### src/rtl/synth_pkg.sv
// Shared synth definitions: Q16 angle constants, phase width and the voice
// scheduler state encoding.
package synth_pkg;

  localparam int SYNTH_PHASE_W = 32;

  localparam logic signed [31:0] PI      = 32'sh0003_243F;
  localparam logic signed [31:0] HALF_PI = 32'sh0001_9220;
  localparam logic signed [31:0] TWO_PI  = 32'sh0006_487F;

  typedef enum logic [2:0] {
    IDLE, ADVANCE, FOLD, ISSUE, WAIT, ACCUM, DONE
  } sch_state_e;

endpackage

### src/rtl/cordic_voice_scheduler_if.sv
// Request/response bus between the voice scheduler and the shared CORDIC core.
interface cordic_voice_scheduler_if #(parameter int PHASE_W = 32);
  logic [PHASE_W-1:0] Cor_phase;
  logic               Cor_start;
  logic               Cor_done;
  logic [PHASE_W-1:0] Cor_wave;

  modport master (output Cor_phase, Cor_start, input Cor_done, Cor_wave);
  modport slave  (input Cor_phase, Cor_start, output Cor_done, Cor_wave);
endinterface

### src/rtl/phase_wrap_fold.sv
// Combinational phase step: wraps phase+inc into [-PI, PI) and folds the
// result into [-PI/2, PI/2] with sine preserved.
module phase_wrap_fold
  import synth_pkg::*;
#(
  parameter int W = SYNTH_PHASE_W
) (
  input  logic signed [W-1:0] phase,
  input  logic signed [W-1:0] inc,
  output logic signed [W-1:0] wrapped,
  output logic signed [W-1:0] folded
);

  localparam logic signed [W:0]   PI_X     = (W+1)'(PI);
  localparam logic signed [W:0]   TWO_PI_X = (W+1)'(TWO_PI);
  localparam logic signed [W-1:0] PI_W     = W'(PI);
  localparam logic signed [W-1:0] HALF_W   = W'(HALF_PI);

  logic signed [W:0] sum, wrap_x;

  // One extra bit keeps phase+inc exact before the wrap decision.
  always_comb begin
    sum    = $signed({phase[W-1], phase}) + $signed({inc[W-1], inc});
    wrap_x = sum;
    if (sum >= PI_X)       wrap_x = sum - TWO_PI_X;
    else if (sum < -PI_X)  wrap_x = sum + TWO_PI_X;
    wrapped = wrap_x[W-1:0];

    folded = wrapped;
    if (wrapped > HALF_W)        folded = PI_W - wrapped;
    else if (wrapped < -HALF_W)  folded = -PI_W - wrapped;
  end

endmodule

### src/rtl/cordic_voice_scheduler.sv
// Shares one iterative CORDIC among NUM_VOICES oscillators: per sample tick,
// steps each enabled voice's phase, requests its sine and mixes the results.
module cordic_voice_scheduler
  import synth_pkg::*;
#(
  parameter int NUM_VOICES = 4,
  parameter int PHASE_W    = SYNTH_PHASE_W,
  parameter int TIMEOUT    = 64
) (
  input  logic                          Sys_clk,
  input  logic                          Sch_rst,
  input  logic                          Sch_ce,
  input  logic                          Sample_tick,
  input  logic                          Inc_we,
  input  logic [$clog2(NUM_VOICES)-1:0] Inc_addr,
  input  logic [PHASE_W-1:0]            Inc_data,
  input  logic [NUM_VOICES-1:0]         Voice_en,
  cordic_voice_scheduler_if.master      cor,
  output logic [PHASE_W-1:0]            Mix_out,
  output logic                          Mix_valid,
  output logic                          Overrun,
  output logic                          Timeout_err
);

  localparam int VW = $clog2(NUM_VOICES);
  localparam int TW = $clog2(TIMEOUT + 1);
  localparam int AW = PHASE_W + VW;

  sch_state_e                 state;
  logic        [VW-1:0]       v;
  logic        [TW-1:0]       wait_cnt;
  logic signed [PHASE_W-1:0]  phase_q [NUM_VOICES];
  logic signed [PHASE_W-1:0]  inc_q   [NUM_VOICES];
  logic signed [PHASE_W-1:0]  fold_q, wave_q;
  logic signed [AW-1:0]       acc, acc_avg;
  logic signed [PHASE_W-1:0]  step_inc, wrapped, folded;

  // In FOLD the stored phase is re-fed with zero increment, so the folder sees
  // the already-wrapped phase and the add and fold land in separate cycles.
  assign step_inc = (state == ADVANCE) ? inc_q[v] : '0;
  assign acc_avg  = acc >>> VW;

  phase_wrap_fold #(.W(PHASE_W)) u_wrap_fold (
    .phase   (phase_q[v]),
    .inc     (step_inc),
    .wrapped (wrapped),
    .folded  (folded)
  );

  always_ff @(posedge Sys_clk or posedge Sch_rst) begin
    if (Sch_rst) begin
      for (int i = 0; i < NUM_VOICES; i++) inc_q[i] <= '0;
    end else if (Sch_ce && Inc_we) begin
      inc_q[Inc_addr] <= Inc_data;
    end
  end

  always_ff @(posedge Sys_clk or posedge Sch_rst) begin
    if (Sch_rst) begin
      state         <= IDLE;
      v             <= '0;
      wait_cnt      <= '0;
      fold_q        <= '0;
      wave_q        <= '0;
      acc           <= '0;
      cor.Cor_phase <= '0;
      cor.Cor_start <= 1'b0;
      Mix_out       <= '0;
      Mix_valid     <= 1'b0;
      Overrun       <= 1'b0;
      Timeout_err   <= 1'b0;
      for (int i = 0; i < NUM_VOICES; i++) phase_q[i] <= '0;
    end else begin
      cor.Cor_start <= 1'b0;
      Mix_valid     <= 1'b0;
      Overrun       <= 1'b0;
      if (Sch_ce) begin
        if (Sample_tick && state != IDLE) Overrun <= 1'b1;
        case (state)
          IDLE: if (Sample_tick) begin
            acc   <= '0;
            v     <= '0;
            state <= ADVANCE;
          end
          ADVANCE: if (Voice_en[v]) begin
            phase_q[v] <= wrapped;
            state      <= FOLD;
          end else begin
            wave_q <= '0;
            state  <= ACCUM;
          end
          FOLD: begin
            fold_q <= folded;
            state  <= ISSUE;
          end
          ISSUE: begin
            cor.Cor_phase <= fold_q;
            cor.Cor_start <= 1'b1;
            wait_cnt      <= '0;
            state         <= WAIT;
          end
          WAIT: if (cor.Cor_done) begin
            wave_q <= cor.Cor_wave;
            state  <= ACCUM;
          end else if (wait_cnt == TW'(TIMEOUT - 1)) begin
            wave_q      <= '0;
            Timeout_err <= 1'b1;
            state       <= ACCUM;
          end else begin
            wait_cnt <= wait_cnt + 1'b1;
          end
          ACCUM: begin
            acc <= acc + $signed({{VW{wave_q[PHASE_W-1]}}, wave_q});
            if (v == VW'(NUM_VOICES - 1)) state <= DONE;
            else begin
              v     <= v + 1'b1;
              state <= ADVANCE;
            end
          end
          DONE: begin
            Mix_out   <= acc_avg[PHASE_W-1:0];
            Mix_valid <= 1'b1;
            state     <= IDLE;
          end
          default: state <= IDLE;
        endcase
      end
    end
  end

endmodule

### src/flat_wrapper.sv
// flat-port wrapper written by rule: the top's interface ports become plain ports
module cordic_voice_scheduler_flat import synth_pkg::*;
#(
  parameter int NUM_VOICES = 4,
  parameter int PHASE_W    = SYNTH_PHASE_W,
  parameter int TIMEOUT    = 64
)
  (Sys_clk, Sch_rst, Sch_ce, Sample_tick, Inc_we, Inc_addr, Inc_data, Voice_en, Mix_out, Mix_valid, Overrun, Timeout_err, cor_Cor_phase, cor_Cor_start, cor_Cor_done, cor_Cor_wave);
  cordic_voice_scheduler_if #(.PHASE_W(PHASE_W)) cor_i ();
  input  logic Sys_clk;
  input  logic Sch_rst;
  input  logic Sch_ce;
  input  logic Sample_tick;
  input  logic Inc_we;
  input  logic [$clog2(NUM_VOICES)-1:0] Inc_addr;
  input  logic [PHASE_W-1:0] Inc_data;
  input  logic [NUM_VOICES-1:0] Voice_en;
  output logic [PHASE_W-1:0] Mix_out;
  output logic Mix_valid;
  output logic Overrun;
  output logic Timeout_err;
  output wire logic [$bits(cor_i.Cor_phase)-1:0] cor_Cor_phase;
  output wire logic [$bits(cor_i.Cor_start)-1:0] cor_Cor_start;
  input wire logic [$bits(cor_i.Cor_done)-1:0] cor_Cor_done;
  input wire logic [$bits(cor_i.Cor_wave)-1:0] cor_Cor_wave;
  assign cor_Cor_phase = cor_i.Cor_phase;
  assign cor_Cor_start = cor_i.Cor_start;
  assign cor_i.Cor_done = cor_Cor_done;
  assign cor_i.Cor_wave = cor_Cor_wave;
  cordic_voice_scheduler #(.NUM_VOICES(NUM_VOICES), .PHASE_W(PHASE_W), .TIMEOUT(TIMEOUT)) u_core (.Sys_clk(Sys_clk), .Sch_rst(Sch_rst), .Sch_ce(Sch_ce), .Sample_tick(Sample_tick), .Inc_we(Inc_we), .Inc_addr(Inc_addr), .Inc_data(Inc_data), .Voice_en(Voice_en), .cor(cor_i), .Mix_out(Mix_out), .Mix_valid(Mix_valid), .Overrun(Overrun), .Timeout_err(Timeout_err));
endmodule
### config.mk
export PLATFORM = sky130hd
export DESIGN_NAME = cordic_voice_scheduler_flat
export DESIGN_NICKNAME = d
export VERILOG_FILES = /design/src/rtl/synth_pkg.sv /design/src/rtl/cordic_voice_scheduler_if.sv /design/src/rtl/phase_wrap_fold.sv /design/src/rtl/cordic_voice_scheduler.sv /design/src/flat_wrapper.sv
export SDC_FILE = /design/constraint.sdc
export NUM_CORES = 1
export LEC_CHECK = 0
export CELL_PAD_IN_SITES_DETAIL_PLACEMENT = 1
export CELL_PAD_IN_SITES_GLOBAL_PLACEMENT = 1
export CORE_MARGIN = 4
export CORE_UTILIZATION = 42
export DETAILED_ROUTE_END_ITERATION = 10
export PLACE_DENSITY_LB_ADDON = 0.1
export SLEW_MARGIN = 5
export SYNTH_ARGS = -nofsm -noshare
export SYNTH_HDL_FRONTEND = slang
export SYNTH_SLANG_ARGS = --single-unit
### constraint.sdc
create_clock -name Sys_clk -period 19.84 [get_ports Sys_clk]
set_input_delay 3.968 -clock Sys_clk [delete_from_list [all_inputs] [get_ports Sys_clk]]
set_output_delay 3.968 -clock Sys_clk [all_outputs]
set_load 0.02 [all_outputs]
==> Word-level counts from Yosys, hierarchy flattened <==
Index checks and enable logic that the tools add are counted.
{ "classes": {"addsub": 8, "magnitude_cmp": 9, "n_eq_ne": 14, "n_mux": 43, "n_bitwise": 3, "reduce_logical": 19} }
{ "ops": {"columns": ["cell", "n"], "rows": [
  ["32-bit 2-to-1 mux", 14],
  ["128-bit bitwise mux", 2],
  ["32-bit binary-select mux with 2-bit select", 2],
  ["32-bit demux with 2-bit select", 2],
  ["34-bit one-hot mux with 2 select lines", 1],
  ["32-bit one-hot mux with 2 select lines", 1],
  ["19-bit by 32-bit subtractor with 32-bit output, first input constant", 2],
  ["34-bit by 32-bit adder with 34-bit output", 1],
  ["34-bit 2-to-1 mux", 1],
  ["32-bit by 32-bit adder with 33-bit output", 1],
  ["33-bit by 19-bit >= comparator with 1-bit output, second input constant", 1],
  ["33-bit by 19-bit less-than comparator with 1-bit output, second input constant", 1],
  ["32-bit by 20-bit adder with 32-bit output, second input constant", 1],
  ["32-bit by 18-bit greater-than comparator with 1-bit output, second input constant", 1],
  ["32-bit by 18-bit less-than comparator with 1-bit output, second input constant", 1],
  ["32-bit by 20-bit subtractor with 32-bit output, second input constant", 1],
  ["3-bit one-hot mux with 6 select lines", 1],
  ["4-bit AND reduction", 4],
  ["3-bit 2-to-1 mux", 5],
  ["7-bit 2-to-1 mux", 2],
  ["7-bit one-hot mux with 2 select lines", 1],
  ["2-bit inequality test, second input constant", 5],
  ["3-bit equality test, second input constant", 3],
  ["3-bit AND reduction", 3],
  ["other kinds (21)", 39]
]} }
{ "word_totals": {"reg_bits": 434, "input_bits": 76, "output_inout_bits": 68, "wordCells": 116} }

==> Logic depth before layout (Yosys ltp) <==
{ "depth": {"depth_word": 12, "mapped_depth": 32, "mapped_depth_nobuf": 26} }

==> Modules after synthesis <==
A second synthesis with hierarchy kept.
{ "unflattened": {"cells_unflattened": 2408, "hier_area_um2": 25630.8} }
{ "modules_own_cells": {"columns": ["module", "n_inst", "cells_per_inst", "area_per_inst_um2", "seq_area_each_um2"], "rows": [
  ["cordic_voice_scheduler", 1, 1618, 20007.9, 10860.4],
  ["phase_wrap_fold", 1, 790, 5622.9, 0.0]
]} }

==> Least setup slack after synthesis <==
No wires, ideal clock.
{ "synth_timing": {"path_kind": "register to register", "from": "register u_core.v[0]", "to": "register u_core.fold_q[27]", "setup_time_ps": 125, "t_arrival_ps": 7286, "required_ps": 19715, "slack_ps": 12430, "stages_incl_launch_ff": 30, "path_buffers": 5, "period_less_slack_ps": 7410, "cell_sequence": "dfrtp_1 buf_1 buf_1 mux4_2 ha_1 fa_1 a21oi_1 nor2_2 o211a_1 o2111ai_1 a211oi_1 a311o_2 or3_1 nor3_2 and4_1 buf_4 buf_6 nor4_1 o21ai_0 nand2_1 inv_2 ha_1 o2111ai_1 a2111oi_2 o211ai_2 nand2_1 clkbuf_1 o22ai_1 xnor2_1 mux2_2"} }
{ "synth_via": {"elab_chain_len": 12, "elab_cells_between_ends": 21, "cone_classes": "add/sub (5); order compare (4); mux (11); bitwise (1)"} }
{ "synth_rtl": {"columns": ["element", "line_no", "source"], "rows": [
  ["start, declared", "cordic_voice_scheduler.sv:30", "logic [VW-1:0] v;"],
  ["start signal, assigned", "cordic_voice_scheduler.sv:116", "v <= v + 1'b1;"],
  ["2-bit NOT with 3-bit output (not written as such) (*)", "cordic_voice_scheduler.sv:40, cordic_voice_scheduler.sv:44", null],
  ["32-bit binary-select mux with 2-bit select", "cordic_voice_scheduler.sv:40", "assign step_inc = (state == ADVANCE) ? inc_q[v] : '0;"],
  ["32-bit 2-to-1 mux (not written as such) (2 in series)", "cordic_voice_scheduler.sv:40", null],
  ["32-bit 2-to-1 mux", "cordic_voice_scheduler.sv:40", null],
  ["32-bit by 32-bit adder with 33-bit output (*)", "phase_wrap_fold.sv:23", "sum = $signed({phase[W-1], phase}) + $signed({inc[W-1], inc});"],
  ["32-bit by 20-bit adder with 32-bit output / 33-bit by 19-bit less-than comparator with 1-bit output (equally long branches)", "phase_wrap_fold.sv:26", "else if (sum < -PI_X) wrap_x = sum + TWO_PI_X;"],
  ["32-bit 2-to-1 mux", "phase_wrap_fold.sv:26", null],
  ["32-bit 2-to-1 mux (*)", "phase_wrap_fold.sv:25", "if (sum >= PI_X) wrap_x = sum - TWO_PI_X;"],
  ["19-bit by 32-bit subtractor with 32-bit output / 32-bit by 18-bit less-than comparator with 1-bit output (equally long branches)", "phase_wrap_fold.sv:31", "else if (wrapped < -HALF_W) folded = -PI_W - wrapped;"],
  ["32-bit 2-to-1 mux", "phase_wrap_fold.sv:31", null],
  ["32-bit 2-to-1 mux (*)", "phase_wrap_fold.sv:30", "if (wrapped > HALF_W) folded = PI_W - wrapped;"],
  ["end signal, assigned", "cordic_voice_scheduler.sv:93", "fold_q <= folded;"],
  ["end, declared", "cordic_voice_scheduler.sv:34", "logic signed [PHASE_W-1:0] fold_q, wave_q;"]
]} }
Every way passes the cells marked *; elsewhere a longest branch is shown, timed or not. The select of a mux whose other input is x is not followed.
A chain may end at the register's enable or synchronous reset.

==> Worst setup path in the final report <==
Ends and elaborated chain as after synthesis.

==> results.sh <==
export IMPL_status="complete, no violations"
export IMPL_rr_startpoint="u_core.v[0]"
export IMPL_ys_top_cells_by_area="dfrtp_1, nand2_1, mux2_2"
export IMPL_crit_family="simple AND/OR/NAND/NOR gates"
export IMPL_syn_num_nets=2605
export IMPL_cts_sinks=434
export IMPL_root_buffer="clkbuf_16"
export IMPL_fin_crit_ps=9540
export IMPL_hp_class="register to register"
export IMPL_grt_max_degree=171
export IMPL_cts_tree="yes"
export IMPL_antenna_cells=0
export IMPL_yosysWarnings=0
export IMPL_numPortBuffers=143
export IMPL_ios=144
export IMPL_die_area_sq_mm=0.06254
export IMPL_grt_pass1_vias=20350
export IMPL_crit_type="register to register"
export IMPL_synth_ff_type="dfrtp_1"
export IMPL_instances_no_fill=3347
export IMPL_netlist_instances=2454
export IMPL_num_vias=19390
export IMPL_clockBufferDepth=3
export IMPL_drtAntennaViolNets=0
export IMPL_antenna_found_initial=0
export IMPL_setup_viol=0
export IMPL_avgSynthCellArea_sq_um=10.03
export IMPL_dp_slack_ps=10330
export IMPL_nets=2698
export IMPL_design_core_area_sq_mm=0.05781
export IMPL_grt_overflow_total=0
export IMPL_routed_via_density=5.793
export IMPL_cp_slowest_cell="dfrtp_4"
export IMPL_dp_hpwl_microns=51170
export IMPL_clkLatencyLatePin_ps=600
export IMPL_final_setup_tns_ps=0
export IMPL_relSlewSlack_pct=18.70
export IMPL_cts_made_buffers=49
export IMPL_worstPathRequired_ps=20300
export IMPL_grt_pass1_wl_microns=116000
export IMPL_multi_input_comb_area_sq_mm=0.01310
export IMPL_wl_per_cell_microns=21.44
export IMPL_max_freq_ghz=0.1048
export IMPL_synth_edff_count=0
export IMPL_place_congestion=0.8937
export IMPL_final_common_cell="nand2_1"
export IMPL_htree_levels=2
export IMPL_synth_cell_types=107
export IMPL_rsz0062_at_grt="false"
export IMPL_drtIter0Drc=1476
export IMPL_setup_ws_ps=10300
export IMPL_cp_data_arrival_time_ps=10000
export IMPL_cpPeakStageDelay_ps=830
export IMPL_cap_violations=0
export IMPL_drtPass1Iterations=5
export IMPL_cts_resized_gates=0
export IMPL_synth_top_area_share_pct=44.12
export IMPL_ctsHoldBuffers=0
export IMPL_yosysTopAreaCell="dfrtp_1"
export IMPL_critPathCaptureType="register"
export IMPL_worst_slew_pin_slew_ps=1211
export IMPL_hold_violations=0
export IMPL_crit_path_start="u_core.v[0]"
export IMPL_route_detailed_drc=0
export IMPL_period_share_pct=48.08
export IMPL_crit_buf_inv=2
export IMPL_synth_seq_area_share_pct=44.12
export IMPL_areaGrowthSynthToFinish_pct=15.71
export IMPL_post_cts_buffers=0
export IMPL_cts_reportedPaths_clkPinSlew_ps=60
export IMPL_die_w_microns=250.1
export IMPL_grt_use_total_pct=22.71
export IMPL_rows=88
export IMPL_worstHoldStart="u_core.fold_q[17]"
export IMPL_regArea_sq_mm=0.01087
export IMPL_die_h_microns=250.1
export IMPL_wirelength_microns=71760
export IMPL_synth_seq_cells=434
export IMPL_final_cell_mix="nand2_1, dfrtp_1, o21ai_0"
export IMPL_drive_above_1_share_pct=16.11
export IMPL_worstPathMaxFanout=41
export IMPL_clock_skew_ps=27.35
export IMPL_start_util_pct=42.58
export IMPL_n_fill_cell=6322
export IMPL_drv_slew=0
export IMPL_dp_cells=3261
export IMPL_mappedNetlistArea_sq_mm=0.02461
export IMPL_postSynth_asyncResetShare_pct=100.0
export IMPL_start_kind="register"
-- metal layers --
layer / global-route usage (%) / vias up / wire [microns]
li1: - / 9034 / -
met1: 33.63 / 9955 / 35040
met2: 36.67 / 331 / 33280
met3: 2.523 / 70 / 2386
met4: 4.216 / 0 / 1054
met5: 0 / - / 0
-- area by class of cell --
| cell class | instances | share of cell area, % |
|---|---|---|
| Multi-Input combinational cell | 1848 | 45.98 |
| Clock buffer | 68 | 5.087 |
| Timing Repair Buffer | 179 | 6.019 |
| Tap cell | 765 | 3.361 |
| Sequential cell | 434 | 38.15 |
| Inverter | 35 | 0.4877 |
| Clock inverter | 18 | 0.9094 |
-- cell usage after synthesis (6+ instances only) --
master and n:
o22ai_1 11, mux2_2 152, o21ai_1 27, clkbuf_1 99, a2111oi_0 6, a32o_1 8, mux4_2 65, ha_1 73
a211o_1 7, dfrtp_1 434, o21ai_0 156, o31ai_1 8, nor4_2 6, xnor2_1 68, nand4_1 22, a32oi_1 7
nor2_1 109, o21a_1 13, o21bai_1 6, nor3_1 31, or2_2 11, xor2_1 34, nor4_1 17, o211ai_1 16
a22o_1 30, inv_1 33, a31oi_1 21, a21oi_1 77, and2_1 15, nor3b_1 6, buf_2 10, nand2b_1 17
a211oi_1 18, buf_1 20, nand3b_1 8, nor2b_1 46, nand3_1 83, nand2_1 481, and3_1 15, a21o_1 28
or3_1 17
-- registers in the layout (all words and copies together), names as in the netlist, 2 cells and up --
register	flops
u_core.acc	34
u_core.wave_q	32
u_core.inc_q	128
u_core.v	2
u_core.cor.Cor_phase	32
u_core.phase_q	128
u_core.state	3
u_core.fold_q	32
u_core.wait_cnt	7
u_core.Mix_out	32
-- path summary, 6_finish.rpt --
path	endpoint	slack, ps	cells past startpoint
worst min register to register	u_core.cor.Cor_phase[17]	470	2
worst max-delay path	u_core.fold_q[27]	10300	25
worst min-delay path	u_core.cor.Cor_phase[17]	470	2
max in group asynchronous	u_core.phase_q[50]	14180	3
min in group asynchronous	u_core.Mix_out[1]	3890	2
worst max register to register	u_core.fold_q[27]	10300	25
-- kinds of logic (layout without fill, tap and decap cells) --
| family | count (synthesis) | after routing | share of synthesized area, % |
|---|---|---|---|
| multiplexers | 223 | 223 | 13.17 |
| XOR/XNOR | 108 | 108 | 4.026 |
| AND/OR/NAND/NOR | 916 | 916 | 17.48 |
| buffers and inverters | 172 | 300 | 2.821 |
| adder cells (fa/ha/maj) | 75 | 75 | 3.874 |
| flip-flops | 434 | 434 | 44.12 |
| AO/OA/AOI/OAI | 526 | 526 | 14.51 |
-- stage by stage --
step / hold slack, ps / cell area (sq um) / utilization [%]
floorplan: 434.8 / 24610 / -
global placement: 454.5 / 26770 / 46.31
detailed placement: 458.5 / 26770 / 46.31
CTS: 473.6 / 28480 / 49.27
global route: 491.3 / 28480 / 49.27
finish: 468.8 / 28480 / 49.27
-- worst reg2reg max path: stages, from the launching register on --
cell and delay, ps:
dfrtp_4 830, buf_4 800, mux4_2 690, nor2b_1 160
ha_1 490, a21oi_1 390, nor2_1 120, a21oi_2 250
nand3b_4 160, a211oi_2 410, or2_1 300, xor2_1 200
nor4_2 650, and4_1 750, nor4_1 130, o21ai_0 290
nand2_1 230, inv_2 180, ha_1 200, o2111ai_1 170
a2111oi_2 480, o211ai_2 240, nand2_1 660, o22ai_1 200
xnor2_1 170, mux2_2 260
Power is not shown: default switching activity piles up to over one toggle a cycle in this logic, so the estimate is an artifact.
